==> src/rtl/life_matrix_scanner.sv <==
// life_matrix_scanner: captures the Game of Life row stream into a double-buffered frame
// store and scans the visible frame onto an NxN LED matrix. Optional macro: SCAN_BLANK_EN.
module life_matrix_scanner #(
    parameter int N            = 8,
    parameter int HOLD         = 1000,
    parameter int BLANK_CYCLES = 4
) (
    input  logic         clk,
    input  logic         rst,
    input  logic [N-1:0] row_in,
    input  logic         row_valid,
    input  logic         frame_start,
    output logic [N-1:0] row_sel,
    output logic [N-1:0] col_out,
    output logic         frame_swap,
    output logic         frame_drop
);

    localparam int RW    = (N > 1) ? $clog2(N) : 1;
    localparam int WW    = $clog2(N + 1);
    localparam int HSPAN = (HOLD > BLANK_CYCLES) ? HOLD : BLANK_CYCLES + 1;
    localparam int HW    = (HSPAN > 1) ? $clog2(HSPAN) : 1;
    localparam logic [N-1:0] ROW0 = N'(1);

    logic [N-1:0]  buf_a [N];
    logic [N-1:0]  buf_b [N];
    logic          front_is_b;
    logic [WW-1:0] wr_row;
    logic          swap_pending;
    logic [RW-1:0] scan_row;
    logic [HW-1:0] hold_cnt;

    logic          hold_end;
    logic          scan_wrap;
    logic          do_swap;
    logic          frame_mid;
    logic          start_ok;
    logic          start_drop;
    logic          cont_ok;
    logic          wr_last;
    logic          wr_en;
    logic [RW-1:0] wr_idx;
    logic [N-1:0]  front_row;

    // wr_row == N means idle: no frame is being captured into the back buffer.
    always_comb begin
        hold_end   = (hold_cnt == HW'(HOLD - 1));
        scan_wrap  = hold_end && (scan_row == RW'(N - 1));
        do_swap    = scan_wrap && swap_pending;
        frame_mid  = (wr_row != '0) && (wr_row < WW'(N));
        start_ok   = row_valid && frame_start && !swap_pending;
        start_drop = row_valid && frame_start && (swap_pending || frame_mid);
        cont_ok    = row_valid && !frame_start && (wr_row < WW'(N));
        wr_last    = cont_ok && (wr_row == WW'(N - 1));
        wr_en      = start_ok || cont_ok;
        wr_idx     = cont_ok ? wr_row[RW-1:0] : '0;
        front_row  = front_is_b ? buf_b[scan_row] : buf_a[scan_row];
    end

    // No write can coincide with a swap: swap_pending blocks new captures until it clears.
    always_ff @(posedge clk or negedge rst) begin
        if (!rst) begin
            for (int i = 0; i < N; i++) begin
                buf_a[i] <= '0;
                buf_b[i] <= '0;
            end
        end else if (wr_en) begin
            if (front_is_b) begin
                buf_a[wr_idx] <= row_in;
            end else begin
                buf_b[wr_idx] <= row_in;
            end
        end
    end

    always_ff @(posedge clk or negedge rst) begin
        if (!rst) begin
            wr_row       <= WW'(N);
            swap_pending <= 1'b0;
            front_is_b   <= 1'b0;
            scan_row     <= '0;
            hold_cnt     <= '0;
            row_sel      <= '0;
            col_out      <= '0;
            frame_swap   <= 1'b0;
            frame_drop   <= 1'b0;
        end else begin
            frame_drop <= start_drop;
            frame_swap <= do_swap;

            if (start_ok) begin
                wr_row <= WW'(1);
            end else if (row_valid && frame_start) begin
                wr_row <= WW'(N);
            end else if (cont_ok) begin
                wr_row <= wr_row + WW'(1);
            end

            // A frame completed on the wrap cycle itself waits for the following wrap.
            if (do_swap) begin
                front_is_b   <= !front_is_b;
                swap_pending <= 1'b0;
            end else if (wr_last) begin
                swap_pending <= 1'b1;
            end

            if (hold_end) begin
                hold_cnt <= '0;
                scan_row <= scan_wrap ? '0 : scan_row + RW'(1);
            end else begin
                hold_cnt <= hold_cnt + HW'(1);
            end

`ifdef SCAN_BLANK_EN
            if (hold_cnt < HW'(BLANK_CYCLES)) begin
                row_sel <= '0;
                col_out <= '0;
            end else begin
                row_sel <= ROW0 << scan_row;
                col_out <= front_row;
            end
`else
            row_sel <= ROW0 << scan_row;
            col_out <= front_row;
`endif
        end
    end

endmodule

==> config.mk <==
export PLATFORM = sky130hd
export DESIGN_NAME = life_matrix_scanner
export DESIGN_NICKNAME = d
export VERILOG_FILES = /design/src/rtl/life_matrix_scanner.sv
export SDC_FILE = /design/constraint.sdc
export NUM_CORES = 1
export LEC_CHECK = 0
export BUFFER_PORTS_ARGS = -buffer_cell sky130_fd_sc_hd__buf_2
export CAP_MARGIN = 10
export CELL_PAD_IN_SITES_DETAIL_PLACEMENT = 1
export CELL_PAD_IN_SITES_GLOBAL_PLACEMENT = 1
export CORE_ASPECT_RATIO = 1.2
export CORE_MARGIN = 2
export CORE_UTILIZATION = 54
export CTS_BUF_LIST = sky130_fd_sc_hd__clkbuf_2
export CTS_CLUSTER_DIAMETER = 100
export DETAILED_ROUTE_END_ITERATION = 10
export PLACE_DENSITY_LB_ADDON = 0.1
export SYNTH_ARGS = -nofsm -noshare
export SYNTH_HDL_FRONTEND = slang
export SYNTH_SLANG_ARGS = --single-unit
==> constraint.sdc <==
create_clock -name clk -period 2.1 [get_ports clk]
set_input_delay 0.105 -clock clk [delete_from_list [all_inputs] [get_ports clk]]
set_output_delay 0.105 -clock clk [all_outputs]
set_load 0.01 [all_outputs]
# Word-level counts from Yosys, hierarchy flattened
# Cells that the tools add are included.
[word_totals]
regBits = 165
output_inout_bits = 18
in_bits = 12
[classes]
eq_ne = 3
add_sub_neg = 3
order_cmp = 4
n_reduce_logical = 20
muxes = 19
n_shift = 1
n_bitwise = 3
[ops]
columns = ["op", "count"]
rows = [
  ["64-bit bitwise mux", 2],
  ["8-bit binary-select mux with 3-bit select", 2],
  ["8-bit two-way mux", 6],
  ["8-bit demux with 3-bit select", 1],
  ["4-bit two-way mux", 3],
  ["10-bit by 1-bit adder with 10-bit output, second input constant", 1],
  ["10-bit equality test, second input constant", 1],
  ["1-bit logical AND", 10],
  ["10-bit two-way mux", 1],
  ["4-bit greater-or-equal comparator, second input constant", 2],
  ["3-bit NOT with 4-bit output", 2],
  ["1-bit by 3-bit << shifter with 8-bit output, first input constant", 1],
  ["3-bit two-way mux", 2],
  ["4-bit by 1-bit adder with 4-bit output, second input constant", 1],
  ["4-bit by 3-bit equality test with 1-bit output, second input constant", 1],
  ["4-bit by 1-bit < comparator with 1-bit output, second input constant", 1],
  ["4-bit < comparator, second input constant", 1],
  ["2-bit AND reduction", 2],
  ["4-bit nonzero test", 1],
  ["3-bit by 1-bit adder with 3-bit output, second input constant", 1],
  ["3-bit equality test, second input constant", 1],
  ["1-bit zero test", 3],
  ["3-bit nonzero test", 1],
  ["1-bit logical OR", 2],
  ["3 further kinds", 4],
]

# Depth between registers and ports, before layout
# Gate-level depths: netlist of the first run.
[logic_depth]
word_depth = 10
depth_mapped = 7
ltp_nobuf = 5

# Worst setup path after synthesis of the first run
# OpenSTA, ideal clock, no wires.
[synth_timing]
path_kind = "reg2reg"
startpoint = "register wr_row[1]"
endpoint = "register buf_a[56] (netlist bit)"
path_stages_with_launch = 7
setup_ns = 0.125
setup_slack_ns = 0.209
period_less_slack_ns = 1.891
arrival_time_ns = 1.766
path_cell_list = "dfrtp_1 > buf_6 > or4_1 > mux2i_1 > and3_1 > buf_6 > mux2_4"
[synth_between]
elab_chain_cells = 9
word_cells_on_any_way = 12
classes_between = "3 x order compare; 4 x mux; 1 x bitwise; 4 x reduce/logical"
[synth_lines]
columns = ["item", "line", "rtl"]
rows = [
  ["from (decl)", "28", "logic [WW-1:0] wr_row;"],
  ["from (signal assigned)", "78", "wr_row <= WW'(N);"],
  ["from (signal assigned)", "94", "wr_row <= WW'(N);"],
  ["from (signal assigned)", "96", "wr_row <= wr_row + WW'(1);"],
  ["4-bit < comparator", "53", "cont_ok = row_valid && !frame_start && (wr_row < WW'(N));"],
  ["1-bit logical AND", "53", ""],
  ["3-bit two-way mux", "56", "wr_idx = cont_ok ? wr_row[RW-1:0] : '0;"],
  ["3-bit NOT with 4-bit output (implied by the code)", "69", "buf_a[wr_idx] <= row_in;"],
  ["4-bit greater-or-equal comparator (implied by the code) / 4-bit by 1-bit < comparator with 1-bit output (equally long branches)", "69", ""],
  ["1-bit logical AND (implied by the code)", "69", ""],
  ["8-bit two-way mux (implied by the code)", "69", ""],
  ["8-bit demux with 3-bit select", "69", ""],
  ["64-bit bitwise mux", "69", ""],
  ["to (signal, indexed assignment)", "69", ""],
  ["to (decl)", "25", "logic [N-1:0] buf_a [N];"],
]
# Several ways; a longest one is shown, not always the timed one.
# A chain may end at the register's enable or synchronous reset.

# Worst setup path after layout of the first run
[layout_timing]
startpoint = "register wr_row[3]"
endpoint = "register buf_b[40] (netlist bit)"
[layout_between]
elab_chain_cells = 9
word_cells_on_any_way = 12
classes_between = "3 x order compare; 4 x mux; 1 x bitwise; 4 x reduce/logical"
[layout_lines]
columns = ["item", "line", "rtl"]
rows = [
  ["4-bit < comparator (*)", "53", ""],
  ["1-bit logical AND (*)", "53", ""],
  ["3-bit two-way mux", "56", ""],
  ["3-bit NOT with 4-bit output (implied by the code)", "71", "buf_b[wr_idx] <= row_in;"],
  ["4-bit greater-or-equal comparator (implied by the code) / 4-bit by 1-bit < comparator with 1-bit output (equally long branches)", "71", ""],
  ["1-bit logical AND (implied by the code)", "71", ""],
  ["8-bit two-way mux (implied by the code)", "71", ""],
  ["8-bit demux with 3-bit select", "71", ""],
  ["64-bit bitwise mux", "71", ""],
  ["to (signal, indexed assignment)", "71", ""],
  ["to (decl)", "26", "logic [N-1:0] buf_b [N];"],
]
# Every way passes the cells marked *; elsewhere a longest branch is shown, timed or not.

==> flow_summary_export.csv, run 1 <==
group,metric,value,unit
timing,maxSlewHeadroom,0.663,
worst_setup_path,end_kind,"flop",
worst_setup_path,cp.required,2.76,ns
detailed_routing,ant_nets,0,
detailed_routing,wl_per_cell,22.8,um
synthesis,synth_fp_nets,518,
timing,setup_viol,0,
min_path,holdPathStages,3,
cts,cts_root_buf,"clkbuf_2",
timing,worstMarginPinSlew,0.506,ns
detailed_routing,drcViolationCount,0,
synthesis,yosysWarnings,0,
run_status,status,"finished clean",
placed_design,dp_hpwl,11.3,mm
pwr,ir_drop,510,uV
global_route,grt_max_degree,55,
timing,period_share,0.963,
die,ios,30,
detailed_routing,vias_per_cell,5.96,
cts,clkTransAtPathRegs,0.23,ns
global_route,grt_overflow,0,
die,row_count,46,
cts,cts_buffers,17,
cts,postCtsResizedCells,0,
worst_setup_path,cpLargestDelayFamily,"simple AND/OR/NAND/NOR gates",
detailed_routing,initialDrtViolationCount,187,
cts,cts_max_level,4,
pwr,design_power_total,7070,uW
synthesis,ys_types,43,
die,die_h,132,um
timing,clock.fmax,494,MHz
cts,ctsHoldBuffers,14,
die,dieArea,14700,um2
timing,finalHoldViolations,0,
finish,drive_above_1_share,0.447,
worst_setup_path,worst_r2r_path_depth,5,
global_route,antenna_found_initial,1,
worst_setup_path,reg2reg_slack,0.08,ns
timing,whs,0.238,ns
finish,final_nets,574,
timing,maxSlewViolCount,0,
synthesis,ys_ff_latch,165,
timing,rsz0062_at_grt,"no",
cts,postCtsSetupBuffers,0,
worst_setup_path,worst_path_largest_cell_delay,0.46,ns
die,start_util,0.557,
placed_design,place_congestion,0.827,
synthesis,syn_avg_cell_area,14.9,um2
pwr,power_density,858,nW/um2
placed_design,io_buffers,29,
timing,clock_skew,0.0246,ns
global_route,grt_pass1_wl,27.5,mm
global_route,grt_pass1_vias,4932,
worst_setup_path,critical_path_class,"flop to flop",
synthesis,synthesis.area,7400,um2
cts,cts_tree,"done",
cts,clock_sinks,165,
worst_setup_path,cp-start-kind,"flop",
synthesis,seq_area_frac_synth,0.558,
die,coreArea,13300,um2
worst_setup_path,cp_num_buf_inv,1,
worst_setup_path,cp.depth,5,
detailed_routing,wl,16.8,mm
global_route,grt_usage,0.246,
finish,syn_to_final_growth,11.4,%
die,die_w,111,um
worst_setup_path,critical_path.cell_chain,"nand2b_2 > or4_1 > buf_4 > nor2_8 > mux2_2",
worst_setup_path,worst_path_max_delay_cell,"dfstp_2",
run,drv_cap,0,
worst_setup_path,critPathMaxFanout,8,
timing,setup_tns,0,ns
min_path,hold_class,"input port to flop",
finish,fillCellCount,1262,
detailed_routing,vias,4381,
timing,min_period,2.02,ns
pwr,power_leakage,0.00395,uW
detailed_routing,dr.pass1.iters,4,
worst_setup_path,arrival,2.68,ns
cts,insertion_delay,0.75,ns
cts,cts_buffer_depth,2,
synthesis,synthCells,497,
[state kept, by name (all words and copies together), names as in the netlist]
name          count
buf_a            64
buf_b            64
col_out           8
frame_drop        1
frame_swap        1
front_is_b        1
hold_cnt         10
row_sel           8
scan_row          3
swap_pending      1
wr_row            4
[metrics by stage]
step | worst slack (ns) | cells | area, um2 | utilization
finish | 0.0769 | 735 | 8240 | 0.620
CTS | 0.0712 | 734 | 8240 | 0.620
global route | 0.0533 | 735 | 8240 | 0.620
detailed placement | 0.180 | 688 | 7860 | 0.591
global placement | 0.206 | 688 | 7860 | 0.591
floorplan | 0.209 | 497 | 7400 | -
[cell usage in the layout (no fill, tap or decap), types with 2 or more instances in the layout]
cell,instances
clkinvlp_4,2
nand4_1,4
and2_1,5
buf_2,28
clkinv_2,3
or4_1,2
buf_12,6
inv_1,9
ha_1,9
nor2_8,3
and3_1,2
nor2_1,21
bufinv_16,3
a22oi_1,7
nor2b_1,5
clkbuf_2,19
mux2_2,119
dlygate4sd3_1,13
mux4_2,32
nand2b_1,2
nand3_2,2
o22a_1,2
mux2_4,8
nand3_1,5
o21ai_0,5
buf_4,17
nor2_2,3
a31oi_1,2
a21oi_1,8
nor3_1,2
xor2_1,6
nand2_1,16
o22ai_1,12
dfrtp_1,163
clkinv_1,5
[per-layer routing]
layer	routed length (um)	GRT usage	vias up
li1	-	-	1929
met4	247	0.0882	0
met1	7200	0.314	2358
met5	0	0	-
met3	473	0.0460	18
met2	8850	0.423	76
[power breakdown]
part           internal [uW]  total, uW  leakage, uW  switching [uW]
logic                    736       1330      0.00160             597
clock network            646       1720     0.000141            1070
registers               3710       4020      0.00221             307
[layout make-up]
class / instances / area [um2] / share of cell area
Timing Repair Buffer: 65 / 529 / 0.0642
Sequential cell: 165 / 4130 / 0.501
Clock inverter: 13 / 139 / 0.0169
Multi-Input combinational cell: 295 / 3100 / 0.376
Antenna cell: 1 / 2.50 / 0.000304
Inverter: 9 / 33.8 / 0.00410
Tap cell: 168 / 210 / 0.0255
Clock buffer: 19 / 95.1 / 0.0115
[cells by family (layout without fill, tap and decap cells)]
family	count (synthesis)	count (layout)	synth area share
compound gates	36	36	0.0301
xor+xnor	7	7	0.00829
fa+ha+maj	9	9	0.0152
buf+inv	37	106	0.0228
flops	165	165	0.558
mux	161	161	0.298
other cells	0	1	0
simple gates	82	82	0.0678
[final timing paths]
path | startpoint | end
worst max-delay path | wr_row[3] | buf_b[40]
max in group asynchronous | rst | buf_a[40]
worst min register to register | buf_b[55] | buf_b[55]
min in group asynchronous | rst | hold_cnt[4]
worst max register to register | wr_row[3] | buf_b[40]
worst min-delay path | frame_start | wr_row[1]
[synth_stat cells]
cell | instances | share of area
a21oi_1 | 8 | 0.0054
a22oi_1 | 7 | 0.0071
a31oi_1 | 2 | 0.0017
and2_1 | 5 | 0.0042
and3_1 | 2 | 0.0017
and4_1 | 1 | 0.0012
and4bb_2 | 1 | 0.0017
buf_2 | 12 | 0.0081
buf_6 | 2 | 0.0030
clkbuf_1 | 14 | 0.0071
dfrtp_1 | 164 | 0.55
dfstp_2 | 1 | 0.0036
ha_1 | 9 | 0.015
inv_1 | 9 | 0.0046
mux2_1 | 1 | 0.0015
mux2_2 | 119 | 0.18
mux2_4 | 8 | 0.016
mux2i_1 | 1 | 0.0014
mux4_2 | 32 | 0.097
nand2_1 | 16 | 0.0081
nand2b_1 | 2 | 0.0017
nand2b_2 | 1 | 0.0012
nand3_1 | 5 | 0.0034
nand3_2 | 2 | 0.0027
nand3b_1 | 1 | 0.0010
nand3b_2 | 1 | 0.0015
nand4_1 | 4 | 0.0034
nand4b_1 | 1 | 0.0012
nor2_1 | 21 | 0.011
nor2_2 | 3 | 0.0025
nor2_8 | 3 | 0.0081
nor2b_1 | 5 | 0.0042
nor3_1 | 2 | 0.0014
nor3_4 | 1 | 0.0022
nor4b_2 | 1 | 0.0020
o21ai_0 | 5 | 0.0034
o22a_1 | 2 | 0.0024
o22ai_1 | 12 | 0.010
or2_1 | 1 | 0.00085
or3_1 | 1 | 0.00085
or4_1 | 2 | 0.0020
xnor2_1 | 1 | 0.0012
xor2_1 | 6 | 0.0071
[worst reg2reg max path, stage by stage, from the launching register on]
cell and delay (ns):
dfstp_2 0.46, nand2b_2 0.23, or4_1 0.45, buf_4 0.22, nor2_8 0.20, mux2_2 0.37
Power figures use the tool's default switching activity.
==> run 2, diff against run 1 <==
--- a/config.mk
+++ b/config.mk
@@ -11,7 +11,7 @@
 export CELL_PAD_IN_SITES_GLOBAL_PLACEMENT = 1
 export CORE_ASPECT_RATIO = 1.2
 export CORE_MARGIN = 2
-export CORE_UTILIZATION = 54
+export CORE_UTILIZATION = 40
 export CTS_BUF_LIST = sky130_fd_sc_hd__clkbuf_2
 export CTS_CLUSTER_DIAMETER = 100
 export DETAILED_ROUTE_END_ITERATION = 10
==> run 2 against run 1 <==
Core utilization shrank 16 points. Clock power hardly changed. Total power shrank 0.12%. Final area up 2.2%. Fmax is 1.4% lower. Wire length increased by 0.69%. Hold slack improved by 0.00097 ns. Setup slack lost 0.029 ns. Die area rose by 34%. Clock skew rose by 0.012 ns. Sequential cell count did not move. Critical endpoint is now buf_a[58].
==> flow_summary_export.csv, run 2 (synthesis gave the netlist of run 1 again) <==
group,metric,value,unit
placed_design,dp_hpwl,11.5,mm
die,coreArea,18200,um2
cts,clkTransAtPathRegs,0.23,ns
worst_setup_path,worst_r2r_path_depth,5,
detailed_routing,drcViolationCount,0,
timing,finalHoldViolations,0,
detailed_routing,wl,16.9,mm
pwr,design_power_total,7060,uW
finish,final_nets,581,
finish,final_common_cell,"dfrtp_1",
detailed_routing,dr.pass1.iters,4,
die,dieArea,19600,um2
die,die_w,128,um
finish,fin_util,0.464,
worst_setup_path,arrival,2.70,ns
detailed_routing,initialDrtViolationCount,168,
timing,maxSlewViolCount,0,
timing,rsz0062_at_grt,"no",
finish,drive_above_1_share,0.461,
die,die_h,153,um
min_path,hold_class,"input port to flop",
die,row_count,54,
global_route,grt_overflow,0,
cts,cts_max_level,4,
cts,cts_buffer_depth,2,
worst_setup_path,critical_path_class,"flop to flop",
placed_design,io_buffers,29,
cts,cts_buffers,17,
global_route,grt_pass1_vias,4819,
global_route,grt_usage,0.189,
timing,whs,0.239,ns
worst_setup_path,r2r_end,"buf_a[58]",
timing,clock.fmax,487,MHz
pwr,ir_drop,458,uV
detailed_routing,vias,4327,
worst_setup_path,reg2reg_slack,0.05,ns
timing,period_share,0.977,
placed_design,place_congestion,0.795,
timing,setup_tns,0,ns
timing,worstMarginPinSlew,0.572,ns
finish,syn_to_final_growth,13.8,%
worst_setup_path,crit_path_start,"wr_row[3]",
global_route,grt_max_degree,51,
timing,setup_viol,0,
pwr,power_density,839,nW/um2
finish,final_cells,798,
finish,final_cell_mix,"dfrtp_1, mux2_2, mux4_2",
worst_setup_path,cp.required,2.75,ns
worst_setup_path,r2r-start,"wr_row[3]",
placed_design,dpl.cell_count,751,
cts,cts_root_buf,"clkbuf_2",
timing,min_period,2.05,ns
worst_setup_path,end_kind,"flop",
global_route,grt_pass1_wl,27.8,mm
timing,clock_skew,0.0363,ns
worst_setup_path,cp-start-kind,"flop",
pwr,power_leakage,0.00401,uW
worst_setup_path,crit_end,"buf_a[58]",
timing,maxSlewHeadroom,0.618,
die,start_util,0.407,
run_status,status,"finished clean",
global_route,antenna_found_initial,1,
worst_setup_path,critPathMaxFanout,7,
detailed_routing,vias_per_cell,5.42,
cts,insertion_delay,0.75,ns
run,drv_cap,0,
detailed_routing,wl_per_cell,21.2,um
cts,cts_tree,"done",
detailed_routing,ant_nets,0,
die,ios,30,
cts,clock_sinks,165,
finish,reg_top3,"buf_a x64, buf_b x64, hold_cnt x10",
-- run 2: final cells by class --
class	count	area [um2]
Fill cell	1836	9750
Clock inverter	15	155
Clock buffer	17	85.1
Antenna cell	1	2.50
Multi-Input combinational cell	295	3110
Tap cell	224	280
Timing Repair Buffer	72	627
Sequential cell	165	4130
Inverter	9	33.8
-- run 2: worst max-delay path, stage by stage (launching register included) --
cell and delay, ns:
dfstp_2 0.45, or4_1 0.53, mux2i_1 0.23, and3_1 0.29
buf_12 0.16, mux2_4 0.30
-- run 2: routing by layer --
layer	wire [um]	vias up	GRT usage
met3	391	17	0.0312
met5	0	-	0
met2	8230	53	0.302
met4	219	0	0.0529
met1	8050	2311	0.268
li1	-	1946	-
-- run 2: repair_timing --
action	4_1_cts	5_1_grt
setup endpoints to repair	0	8
endpoints found under the hold margin	298	0
hold buffers	14	0
buffers inserted	0	0
gates resized for setup	0	1
-- run 2: worst min path at each step --
| stage | startpoint | endpoint | slack [ns] | cells after the start |
|---|---|---|---|---|
| floorplan | rst | buf_a[0] | -0.19 | 0 |
| global placement | rst | buf_a[57] | 0.09 | 1 |
| detailed placement | rst | buf_a[62] | 0.1 | 1 |
| CTS | frame_start | wr_row[2] | 0.19 | 3 |
| global route | frame_start | wr_row[2] | 0.19 | 3 |
| finish | frame_start | wr_row[2] | 0.24 | 3 |
-- run 2: per-stage QoR --
| step | setup WS, ns | area [um2] |
|---|---|---|
| 5_1_grt | 0.00131 | 8420 |
| 4_1_cts | 0.0311 | 8410 |
| 2_1_floorplan | 0.209 | 7400 |
| 6_report | 0.0474 | 8420 |
| 3_5_place_dp | 0.0673 | 8020 |
| 3_3_place_gp | 0.0978 | 8020 |
-- run 2: report_power, final --
group	switching, uW	internal, uW	total [uW]	leakage [uW]
sequential	287	3720	4000	0.00221
clock	1170	560	1730	0.000148
combinational	575	754	1330	0.00166
total	2030	5030	7060	0.00401
==> run 3, diff against run 2 <==
--- a/config.mk
+++ b/config.mk
@@ -11,7 +11,7 @@
 export CELL_PAD_IN_SITES_GLOBAL_PLACEMENT = 1
 export CORE_ASPECT_RATIO = 1.2
 export CORE_MARGIN = 2
-export CORE_UTILIZATION = 40
+export CORE_UTILIZATION = 50
 export CTS_BUF_LIST = sky130_fd_sc_hd__clkbuf_2
 export CTS_CLUSTER_DIAMETER = 100
 export DETAILED_ROUTE_END_ITERATION = 10
==> run 3 against run 2 <==
Clock power grew 23%. Die area shrank 19%. Cell count down 6.5%. Sequential power hardly changed. Global-route usage is 4.3 points higher. Combinational power barely moved. Total power grew 5.8%. Highest routed layer unchanged.
==> flow_summary_export.csv, run 3 (synthesis gave the netlist of run 1 again) <==
group,metric,value,unit
run_status,status,"finished clean",
pwr,combPwrFrac,0.177,
timing,finalHoldViolations,0,
global_route,antenna_found_initial,1,
pwr,ir_drop,639,uV
finish,drive_above_1_share,0.458,
finish,ff_latch_area,4130,um2
die,ios,30,
finish,fillCellCount,1408,
pwr,switching_share,0.267,
finish,reg_top3,"buf_a x64, buf_b x64, hold_cnt x10",
worst_setup_path,reg2reg_slack,0.14,ns
min_path,holdCritStartpoint,"frame_start",
worst_setup_path,r2r-start,"wr_row[3]",
min_path,hold_class,"input port to flop",
detailed_routing,vias,4388,
die,dieArea,15800,um2
timing,rsz0062_at_grt,"no",
cts,cts_tree,"done",
global_route,grt_overflow,0,
finish,final_cells,746,
worst_setup_path,critical_path_class,"flop to flop",
global_route,grt_max_degree,56,
cts,insertion_delay,0.73,ns
finish,fin_util,0.582,
detailed_routing,initialDrtViolationCount,194,
timing,period_share,0.933,
pwr,power.internal,5480,uW
detailed_routing,wl_per_cell,22.5,um
finish,final_common_cell,"dfrtp_1",
worst_setup_path,arrival,2.59,ns
finish,final_nets,578,
timing,worstMarginPinSlew,0.595,ns
cts,cts_root_buf,"clkbuf_2",
detailed_routing,wl,16.8,mm
pwr,p_seq_frac,0.539,
min_path,hold_end,"wr_row[1]",
worst_setup_path,critical_path.cell_chain,"nand2b_2 > nor4b_2 > nand2_1 > mux2_2",
timing,maxSlewHeadroom,0.603,
worst_setup_path,r2r_end,"buf_a[40]",
placed_design,dpl.cell_count,699,
timing,clock.fmax,510,MHz
worst_setup_path,end_kind,"flop",
pwr,design_power_total,7470,uW
global_route,grt_pass1_vias,4804,
cts,cts_max_level,4,
timing,setup_tns,0,ns
die,coreArea,14400,um2
die,die_h,137,um
worst_setup_path,cp.required,2.73,ns
global_route,grt_usage,0.232,
timing,clock_skew,0.0219,ns
finish,multi_input_area,3100,um2
timing,min_period,1.96,ns
pwr,clkPwrFrac,0.284,
placed_design,dp_hpwl,11.2,mm
worst_setup_path,cp-start-kind,"flop",
pwr,power_density,891,nW/um2
detailed_routing,ant_nets,0,
worst_setup_path,worst_r2r_path_depth,4,
min_path,holdPathStages,3,
cts,cts_buffers,17,
worst_setup_path,worst_path_max_delay_cell,"dfstp_2",
detailed_routing,drcViolationCount,0,
worst_setup_path,critPathMaxFanout,8,
worst_setup_path,worst_path_largest_cell_delay,0.45,ns
placed_design,place_congestion,0.811,
global_route,grt_pass1_wl,26.9,mm
detailed_routing,vias_per_cell,5.88,
run,drv_cap,0,
pwr,p_switching,1990,uW
worst_setup_path,crit_path_start,"wr_row[3]",
cts,postCtsSetupBuffers,0,
cts,clkTransAtPathRegs,0.22,ns
timing,setup_viol,0,
detailed_routing,dr.pass1.iters,4,
timing,maxSlewViolCount,0,
timing,whs,0.209,ns
finish,final_cell_mix,"dfrtp_1, mux2_2, mux4_2",
cts,clock_sinks,165,
die,start_util,0.513,
pwr,power_leakage,0.00402,uW
cts,cts_buffer_depth,2,
die,row_count,48,
finish,syn_to_final_growth,13.4,%
die,die_w,115,um
placed_design,io_buffers,29,
[run 3: cell count changes in the layout (fill, tap and decap cells not counted), moves of 2 or more]
cell,before,now
bufinv_16,2,6
inv_6,3,1
clkinv_4,3,1
buf_12,8,6
[run 3: critical path, delay by kind of cell, from the launching register on]
kind / cells / cell delay, ns
and+or+nand+nor: 3 / 1.01
DFF: 1 / 0.45
muxes: 1 / 0.38
[run 3: metrics by stage]
| stage | setup slack [ns] | cell area, um2 |
|---|---|---|
| floorplan | 0.209 | 7400 |
| global placement | 0.198 | 7910 |
| detailed placement | 0.173 | 7910 |
| CTS | 0.143 | 8390 |
| global route | 0.0291 | 8390 |
| finish | 0.140 | 8390 |
[run 3: what timing repair did]
action / in CTS / in global routing
hold endpoints to repair: 299 / 0
hold buffers: 14 / 0
endpoints found under the setup margin: 0 / 0
resized for setup: 0 / 0
[run 3: worst max path at each step]
stage	endpoint	slack, ns	cells past startpoint
2_1_floorplan	buf_a[56]	0.21	6
3_3_place_gp	buf_a[63]	0.20	5
3_5_place_dp	buf_b[49]	0.17	5
4_1_cts	buf_a[61]	0.14	5
5_1_grt	buf_a[46]	0.03	4
6_report	buf_a[40]	0.14	4
[run 3: final cells by class]
| type | count | share of cell area |
|---|---|---|
| Clock inverter | 14 | 0.0276 |
| Multi-Input combinational cell | 295 | 0.370 |
| Clock buffer | 18 | 0.0107 |
| Inverter | 9 | 0.00403 |
| Tap cell | 175 | 0.0261 |
| Sequential cell | 165 | 0.493 |
| Antenna cell | 1 | 0.000298 |
| Timing Repair Buffer | 69 | 0.0691 |
[run 3: power by group through the flow]
stage	Sequential [uW]	Clock, uW	Combinational, uW
floorplan	3960	0	997
global placement	4020	0	1240
detailed placement	4090	0	1300
CTS	4030	2180	1340
global route	4090	2310	1450
finish	4020	2120	1330
[run 3: layer usage]
layer / up-vias / track usage / share of wire
met3: 28 / 0.0449 / 0.026
met4: 0 / 0.0857 / 0.021
met1: 2340 / 0.301 / 0.43
met5: - / 0 / 0
li1: 1941 / - / -
met2: 79 / 0.390 / 0.52
